$ cat src/rtl/hazard_stall_controller_if.sv
// Pipeline-control bus between the 5-stage pipeline and the hazard/stall controller.
// master = pipeline side (drives hazard sources); slave = controller side.
interface hazard_stall_controller_if #(
  parameter int CNT_W = 16
);
  logic [4:0]       ID_Rs;
  logic [4:0]       ID_Rt;
  logic             ID_UsesRt;
  logic             EX_MemRead;
  logic [4:0]       EX_RegDst;
  logic             EX_BranchTaken;
  logic             MEM_Req;
  logic             MEM_Ready;
  logic             PC_Write;
  logic             IFID_Write;
  logic             IDEX_Bubble;
  logic             IFID_Flush;
  logic             IDEX_Flush;
  logic             Freeze;
  logic             MemTimeout;
  logic [CNT_W-1:0] StallCount;
  logic [CNT_W-1:0] FlushCount;
  logic [CNT_W-1:0] WaitCount;

  modport master (
    output ID_Rs, ID_Rt, ID_UsesRt, EX_MemRead, EX_RegDst, EX_BranchTaken,
           MEM_Req, MEM_Ready,
    input  PC_Write, IFID_Write, IDEX_Bubble, IFID_Flush, IDEX_Flush, Freeze,
           MemTimeout, StallCount, FlushCount, WaitCount
  );

  modport slave (
    input  ID_Rs, ID_Rt, ID_UsesRt, EX_MemRead, EX_RegDst, EX_BranchTaken,
           MEM_Req, MEM_Ready,
    output PC_Write, IFID_Write, IDEX_Bubble, IFID_Flush, IDEX_Flush, Freeze,
           MemTimeout, StallCount, FlushCount, WaitCount
  );
endinterface

$ cat src/rtl/hazard_stall_controller.sv
// Hazard/stall controller: load-use stalls, taken-branch flushes and whole-pipeline
// freezes while data memory is busy, with a bounded memory wait, saturating debug
// counters and a sticky timeout flag. Control outputs are combinational.
module hazard_stall_controller #(
  parameter int TIMEOUT = 16,
  parameter int CNT_W   = 16
) (
  input  logic                      clk,
  input  logic                      rst_n,
  hazard_stall_controller_if.slave  bus
);

  typedef enum logic {S_RUN, S_WAIT} state_e;

  localparam int              WC_W    = (TIMEOUT > 2) ? $clog2(TIMEOUT) : 1;
  localparam logic [WC_W-1:0] WC_LAST = WC_W'(TIMEOUT - 1);

  state_e           state_q, state_d;
  logic [WC_W-1:0]  wait_cnt_q, wait_cnt_d;
  logic             timeout_q, timeout_d;
  logic [CNT_W-1:0] stall_cnt_q, stall_cnt_d;
  logic [CNT_W-1:0] flush_cnt_q, flush_cnt_d;
  logic [CNT_W-1:0] wait_evt_q, wait_evt_d;

  logic memstall, loaduse;
  logic pc_write, ifid_write, idex_bubble, ifid_flush, idex_flush, freeze;

  // Hazard detection and prioritised pipeline-control outputs
  always_comb begin
    memstall    = 1'b0;
    loaduse     = 1'b0;
    pc_write    = 1'b1;
    ifid_write  = 1'b1;
    idex_bubble = 1'b0;
    ifid_flush  = 1'b0;
    idex_flush  = 1'b0;
    freeze      = 1'b0;

    // In WAIT the last allowed cycle releases the freeze even if memory is still busy
    if (state_q == S_RUN)
      memstall = bus.MEM_Req && !bus.MEM_Ready;
    else
      memstall = !bus.MEM_Ready && (wait_cnt_q != WC_LAST);

    // A load into $0 never produces a hazard; Rt only counts when actually read
    loaduse = bus.EX_MemRead && (bus.EX_RegDst != 5'd0) &&
              ((bus.EX_RegDst == bus.ID_Rs) ||
               (bus.ID_UsesRt && (bus.EX_RegDst == bus.ID_Rt)));

    if (!rst_n) begin
      pc_write   = 1'b0;
      ifid_write = 1'b0;
    end else if (memstall) begin
      // Branch and load-use are simply re-evaluated once the freeze lifts
      freeze     = 1'b1;
      pc_write   = 1'b0;
      ifid_write = 1'b0;
    end else if (bus.EX_BranchTaken) begin
      // The dependent instruction is squashed, so any load-use is moot
      ifid_flush = 1'b1;
      idex_flush = 1'b1;
    end else if (loaduse) begin
      pc_write    = 1'b0;
      ifid_write  = 1'b0;
      idex_bubble = 1'b1;
    end
  end

  // Memory-wait FSM, sticky timeout flag and saturating event counters
  always_comb begin
    state_d     = state_q;
    wait_cnt_d  = wait_cnt_q;
    timeout_d   = timeout_q;
    stall_cnt_d = stall_cnt_q;
    flush_cnt_d = flush_cnt_q;
    wait_evt_d  = wait_evt_q;

    case (state_q)
      S_RUN: begin
        if (bus.MEM_Req && !bus.MEM_Ready) begin
          state_d    = S_WAIT;
          wait_cnt_d = '0;
        end
      end
      S_WAIT: begin
        if (bus.MEM_Ready) begin
          state_d = S_RUN;
        end else if (wait_cnt_q == WC_LAST) begin
          // Abandon the access; a still-pending request re-enters WAIT from RUN
          state_d   = S_RUN;
          timeout_d = 1'b1;
        end else begin
          wait_cnt_d = wait_cnt_q + WC_W'(1);
        end
      end
      default: state_d = S_RUN;
    endcase

    if (idex_bubble && (stall_cnt_q != '1)) stall_cnt_d = stall_cnt_q + CNT_W'(1);
    if (ifid_flush  && (flush_cnt_q != '1)) flush_cnt_d = flush_cnt_q + CNT_W'(1);
    if (freeze      && (wait_evt_q  != '1)) wait_evt_d  = wait_evt_q  + CNT_W'(1);
  end

  // State registers; reset drops any pending wait immediately
  always_ff @(posedge clk or negedge rst_n) begin
    if (!rst_n) begin
      state_q     <= S_RUN;
      wait_cnt_q  <= '0;
      timeout_q   <= 1'b0;
      stall_cnt_q <= '0;
      flush_cnt_q <= '0;
      wait_evt_q  <= '0;
    end else begin
      state_q     <= state_d;
      wait_cnt_q  <= wait_cnt_d;
      timeout_q   <= timeout_d;
      stall_cnt_q <= stall_cnt_d;
      flush_cnt_q <= flush_cnt_d;
      wait_evt_q  <= wait_evt_d;
    end
  end

  assign bus.PC_Write    = pc_write;
  assign bus.IFID_Write  = ifid_write;
  assign bus.IDEX_Bubble = idex_bubble;
  assign bus.IFID_Flush  = ifid_flush;
  assign bus.IDEX_Flush  = idex_flush;
  assign bus.Freeze      = freeze;
  assign bus.MemTimeout  = timeout_q;
  assign bus.StallCount  = stall_cnt_q;
  assign bus.FlushCount  = flush_cnt_q;
  assign bus.WaitCount   = wait_evt_q;

endmodule

$ cat src/flat_wrapper.sv
// flat-port wrapper written by rule: the top's interface ports become plain ports
module hazard_stall_controller_flat 
#(
  parameter int TIMEOUT = 16,
  parameter int CNT_W   = 16
)
  (clk, rst_n, bus_ID_Rs, bus_ID_Rt, bus_ID_UsesRt, bus_EX_MemRead, bus_EX_RegDst, bus_EX_BranchTaken, bus_MEM_Req, bus_MEM_Ready, bus_PC_Write, bus_IFID_Write, bus_IDEX_Bubble, bus_IFID_Flush, bus_IDEX_Flush, bus_Freeze, bus_MemTimeout, bus_StallCount, bus_FlushCount, bus_WaitCount);
  hazard_stall_controller_if #(.CNT_W(CNT_W)) bus_i ();
  input  logic clk;
  input  logic rst_n;
  input wire logic [$bits(bus_i.ID_Rs)-1:0] bus_ID_Rs;
  input wire logic [$bits(bus_i.ID_Rt)-1:0] bus_ID_Rt;
  input wire logic [$bits(bus_i.ID_UsesRt)-1:0] bus_ID_UsesRt;
  input wire logic [$bits(bus_i.EX_MemRead)-1:0] bus_EX_MemRead;
  input wire logic [$bits(bus_i.EX_RegDst)-1:0] bus_EX_RegDst;
  input wire logic [$bits(bus_i.EX_BranchTaken)-1:0] bus_EX_BranchTaken;
  input wire logic [$bits(bus_i.MEM_Req)-1:0] bus_MEM_Req;
  input wire logic [$bits(bus_i.MEM_Ready)-1:0] bus_MEM_Ready;
  output wire logic [$bits(bus_i.PC_Write)-1:0] bus_PC_Write;
  output wire logic [$bits(bus_i.IFID_Write)-1:0] bus_IFID_Write;
  output wire logic [$bits(bus_i.IDEX_Bubble)-1:0] bus_IDEX_Bubble;
  output wire logic [$bits(bus_i.IFID_Flush)-1:0] bus_IFID_Flush;
  output wire logic [$bits(bus_i.IDEX_Flush)-1:0] bus_IDEX_Flush;
  output wire logic [$bits(bus_i.Freeze)-1:0] bus_Freeze;
  output wire logic [$bits(bus_i.MemTimeout)-1:0] bus_MemTimeout;
  output wire logic [$bits(bus_i.StallCount)-1:0] bus_StallCount;
  output wire logic [$bits(bus_i.FlushCount)-1:0] bus_FlushCount;
  output wire logic [$bits(bus_i.WaitCount)-1:0] bus_WaitCount;
  assign bus_i.ID_Rs = bus_ID_Rs;
  assign bus_i.ID_Rt = bus_ID_Rt;
  assign bus_i.ID_UsesRt = bus_ID_UsesRt;
  assign bus_i.EX_MemRead = bus_EX_MemRead;
  assign bus_i.EX_RegDst = bus_EX_RegDst;
  assign bus_i.EX_BranchTaken = bus_EX_BranchTaken;
  assign bus_i.MEM_Req = bus_MEM_Req;
  assign bus_i.MEM_Ready = bus_MEM_Ready;
  assign bus_PC_Write = bus_i.PC_Write;
  assign bus_IFID_Write = bus_i.IFID_Write;
  assign bus_IDEX_Bubble = bus_i.IDEX_Bubble;
  assign bus_IFID_Flush = bus_i.IFID_Flush;
  assign bus_IDEX_Flush = bus_i.IDEX_Flush;
  assign bus_Freeze = bus_i.Freeze;
  assign bus_MemTimeout = bus_i.MemTimeout;
  assign bus_StallCount = bus_i.StallCount;
  assign bus_FlushCount = bus_i.FlushCount;
  assign bus_WaitCount = bus_i.WaitCount;
  hazard_stall_controller #(.TIMEOUT(TIMEOUT), .CNT_W(CNT_W)) u_core (.clk(clk), .rst_n(rst_n), .bus(bus_i));
endmodule
$ cat config.mk
export PLATFORM = sky130hd
export DESIGN_NAME = hazard_stall_controller_flat
export DESIGN_NICKNAME = d
export VERILOG_FILES = /design/src/rtl/hazard_stall_controller_if.sv /design/src/rtl/hazard_stall_controller.sv /design/src/flat_wrapper.sv
export SDC_FILE = /design/constraint.sdc
export NUM_CORES = 1
export LEC_CHECK = 0
export BUFFER_PORTS_ARGS = -buffer_cell sky130_fd_sc_hd__buf_2
export CAP_MARGIN = 20
export CORE_MARGIN = 5
export CORE_UTILIZATION = 37
export DETAILED_ROUTE_END_ITERATION = 10
export PLACE_DENSITY = 0.59
export RECOVER_POWER = 50
export SLEW_MARGIN = 20
export SYNTH_ARGS = -nofsm -noshare
export SYNTH_HDL_FRONTEND = slang
export SYNTH_SLANG_ARGS = --single-unit
$ cat constraint.sdc
create_clock -name clk -period 2.9 [get_ports clk]
set_input_delay 0 -clock clk [delete_from_list [all_inputs] [get_ports clk]]
set_output_delay 0 -clock clk [all_outputs]
set_load 0.02 [all_outputs]
==> results.py <==
metrics = {
    "synth": {
        "synth_largest_area_cell": "dfrtp_1",
        "netlist.area_leader.share_pct": 48.7,
        "ys_seq_elements": 54,
        "syn-cell-area_mm2": 0.00278,
        "syn-num-nets": 282,
        "synth_area_leaders": "dfrtp_1 49%, xor2_1 9.8%, xnor2_1 6.6%",
        "synth_cells": 256,
        "synthDistinctLibCells": 41,
        "synth_edf_count": 0,
        "seq_area_frac_synth_pct": 48.7,
        "yosys_warnings": 0,
        "synthArstFlopShare_pct": 100,
        "synth_top_flop_cell": "dfrtp_1",
        "syn_area_per_cell_um2": 10.8,
    },
    "floorplanning": {
        "die-area_mm2": 0.00933,
        "die_h_um": 96.6,
        "core-area_mm2": 0.00729,
        "die_w_um": 96.6,
        "start_util_pct": 38.1,
        "rows": 31,
        "io_pins": 77,
    },
    "global_route": {
        "grt_overflow": 0,
        "grt_max_degree": 55,
        "grt_pass1_wl_um": 10400,
        "track_usage_pct": 13.1,
        "antenna_found_initial": 1,
        "grt_pass1_vias": 2066,
    },
    "power": {
        "p_int_mw": 1.15,
        "power_density_mw_per_mm2": 523,
        "power_leakage_nw": 1.50,
        "combPwrFrac_pct": 20.6,
        "power_frac_seq_pct": 54.5,
        "p_switching_mw": 0.565,
        "peakVddDrop_uv": 383,
        "pwr-share-clk_pct": 24.9,
        "swShare_pct": 32.9,
    },
    "drt": {
        "highest_layer": "met5",
        "drc": 0,
        "ant_nets": 0,
        "routed_via_density": 4.93,
        "wl_per_cell_um": 13.8,
        "via_count": 2148,
        "dr.pass1.iters": 4,
        "route.layer.met1.wl_um": 2870,
        "wl_met2_um": 2650,
        "drtIter0Drc": 95,
        "wl_um": 6020,
        "wl_met3_um": 444,
    },
    "timing": {
        "fin_crit_sh_pct": 80.5,
        "rsz0062_at_grt": "no",
        "final-max-slew-violation-count": 0,
        "setup_viol": 0,
        "worst_slew_pin_slew_ns": 1.34,
        "fin_skew_ns": 0.00790,
        "max_freq_ghz": 0.428,
        "min_period_ns": 2.33,
        "slew_headroom_pct": 10.7,
        "hold_violations": 0,
        "tns_ns": 0,
    },
    "worst_setup_path": {
        "critPathLaunchType": "flop",
        "rrSetupSlack_ns": 0.57,
        "required_ns": 3.09,
        "crit_arrival_ns": 2.52,
        "crit_path_end_kind": "flop",
        "crit_path_max_fanout": 13,
        "worstSetupPathType": "reg2reg",
    },
    "clocking": {
        "cts_resized": 0,
        "cts_sinks": 54,
        "cts_buffers": 5,
        "cts-htree-levels": 2,
        "insertion_delay_ns": 0.30,
        "clkTransAtPathRegs_ns": 0.09,
        "cts_tree": "done",
        "cts_root_buf": "clkbuf_8",
        "cts_max_path_buffers": 2,
    },
    "worst_hold_path": {
        "hold_path_class": "in2reg",
    },
    "layout": {
        "antenna_cells": 0,
        "final_nets": 362,
        "mostFrequentLayoutCells": "54 x dfrtp_1, 51 x clkbuf_1, 31 x xor2_1",
        "finalNonFillerCells": 436,
        "area_growth_pct": 18.2,
        "layout_commonest_cell": "dfrtp_1",
        "drive_gt1_share_pct": 15.7,
    },
    "placed_design": {
        "port_buffers": 76,
        "hpwlAfterDp_um": 4570,
        "routabilityCongestion": 0.862,
        "dpl.cell_count": 427,
    },
    "run_status": {
        "status": "finished clean",
    },
    "run": {
        "maxCapViolations": 0,
    },
}
-- power groups by stage --
stage | sequential [mW] | combinational (mW) | clock (mW)
final | 0.935 | 0.354 | 0.428
after global routing | 0.955 | 0.392 | 0.482
after CTS | 0.934 | 0.380 | 0.447
after detailed placement | 0.947 | 0.377 | 0
after global placement | 0.943 | 0.373 | 0
after floorplan | 1.02 | 0.149 | 0
-- kinds of logic (layout without fill, tap and decap cells) --
logic type,after synthesis,count (layout),share of synthesized area (%)
AOI/OAI and AO/OA,16,16,5.46
buffers and inverters,13,94,2.61
xor gates and xnor gates,53,53,17.0
adders and majority gates,4,4,1.80
and+or+nand+nor,112,112,22.8
muxes,4,4,1.62
DFF,54,54,48.7
-- critical path, stage by stage, from the launching register on --
cell     delay, ns
dfrtp_1       0.40
ha_1          0.23
and4_4        0.25
o21ai_4       0.08
or2_1         0.26
or3_4         0.47
or3_4         0.40
xnor2_2       0.13
-- cells in the mapped netlist, types with 2 or more instances --
library cell and count:
a21oi_1 3, a22o_1 4, and3_1 7, and4_1 5, buf_4 2, buf_6 2, dfrtp_1 54, ha_1 4
inv_1 7, mux2_2 4, nand2_1 20, nand3_1 16, nand4_1 12, nor2_1 25, nor3_1 7, nor3_2 3
nor4_1 3, nor4_4 2, or2_1 2, or3_4 2, or4_1 2, xnor2_1 21, xor2_1 31
-- per-stage QoR --
stage          worst slack [ns]  area, um^2  util (%)  hold WS, ns  power, mW
2_1_floorplan             0.709        2780         -       -0.296       1.17
3_3_place_gp              0.643        3240      44.5        0.315       1.32
3_5_place_dp              0.584        3240      44.5        0.321       1.32
4_1_cts                   0.572        3350      45.9       0.0820       1.76
5_1_grt                   0.461        3280      45.0        0.105       1.83
6_report                  0.566        3280      45.0       0.0934       1.72
-- path summary, 6_finish.rpt --
kind	startpoint	end	depth (start not counted)
setup / recovery	u_core.wait_cnt_q[0]$_DFFE_PN0P_	u_core.bus.StallCount[7]$_DFFE_PN0P_	7
hold / removal	bus_MEM_Ready	u_core.wait_cnt_q[3]$_DFFE_PN0P_	3
setup reg to reg	u_core.wait_cnt_q[0]$_DFFE_PN0P_	u_core.bus.StallCount[7]$_DFFE_PN0P_	7
hold reg to reg	u_core.bus.MemTimeout$_DFFE_PN0P_	u_core.bus.MemTimeout$_DFFE_PN0P_	1
max in group asynchronous	rst_n	u_core.state_q$_DFF_PN0_	3
min in group asynchronous	rst_n	u_core.wait_cnt_q[3]$_DFFE_PN0P_	3
-- per-layer routing --
layer / track usage (%) / vias up
li1: - / 1049
met1: 17.9 / 1028
met2: 20.0 / 62
met3: 4.89 / 7
met4: 2.27 / 2
met5: 0 / -
-- state kept, by name (all words and copies together) (netlist names) --
name / cells
u_core.state_q: 1
u_core.bus.FlushCount: 16
u_core.bus.MemTimeout: 1
u_core.bus.StallCount: 16
u_core.bus.WaitCount: 16
u_core.wait_cnt_q: 4
-- layout make-up --
type	count	area, um^2
flip-flops and latches	54	1350
well taps	99	124
inverters	8	30.0
clock inverters	1	5.00
repair buffers	78	333
multi-input cells	189	1350
clock buffers	7	86.3
fillers	743	4010
-- what timing repair did --
item | 4_1_cts | 5_1_grt
setup buffers | 0 | 0
hold buffers | 1 | 0
endpoints found under the hold margin | 54 | 0
(Power assumes the default switching activity.)
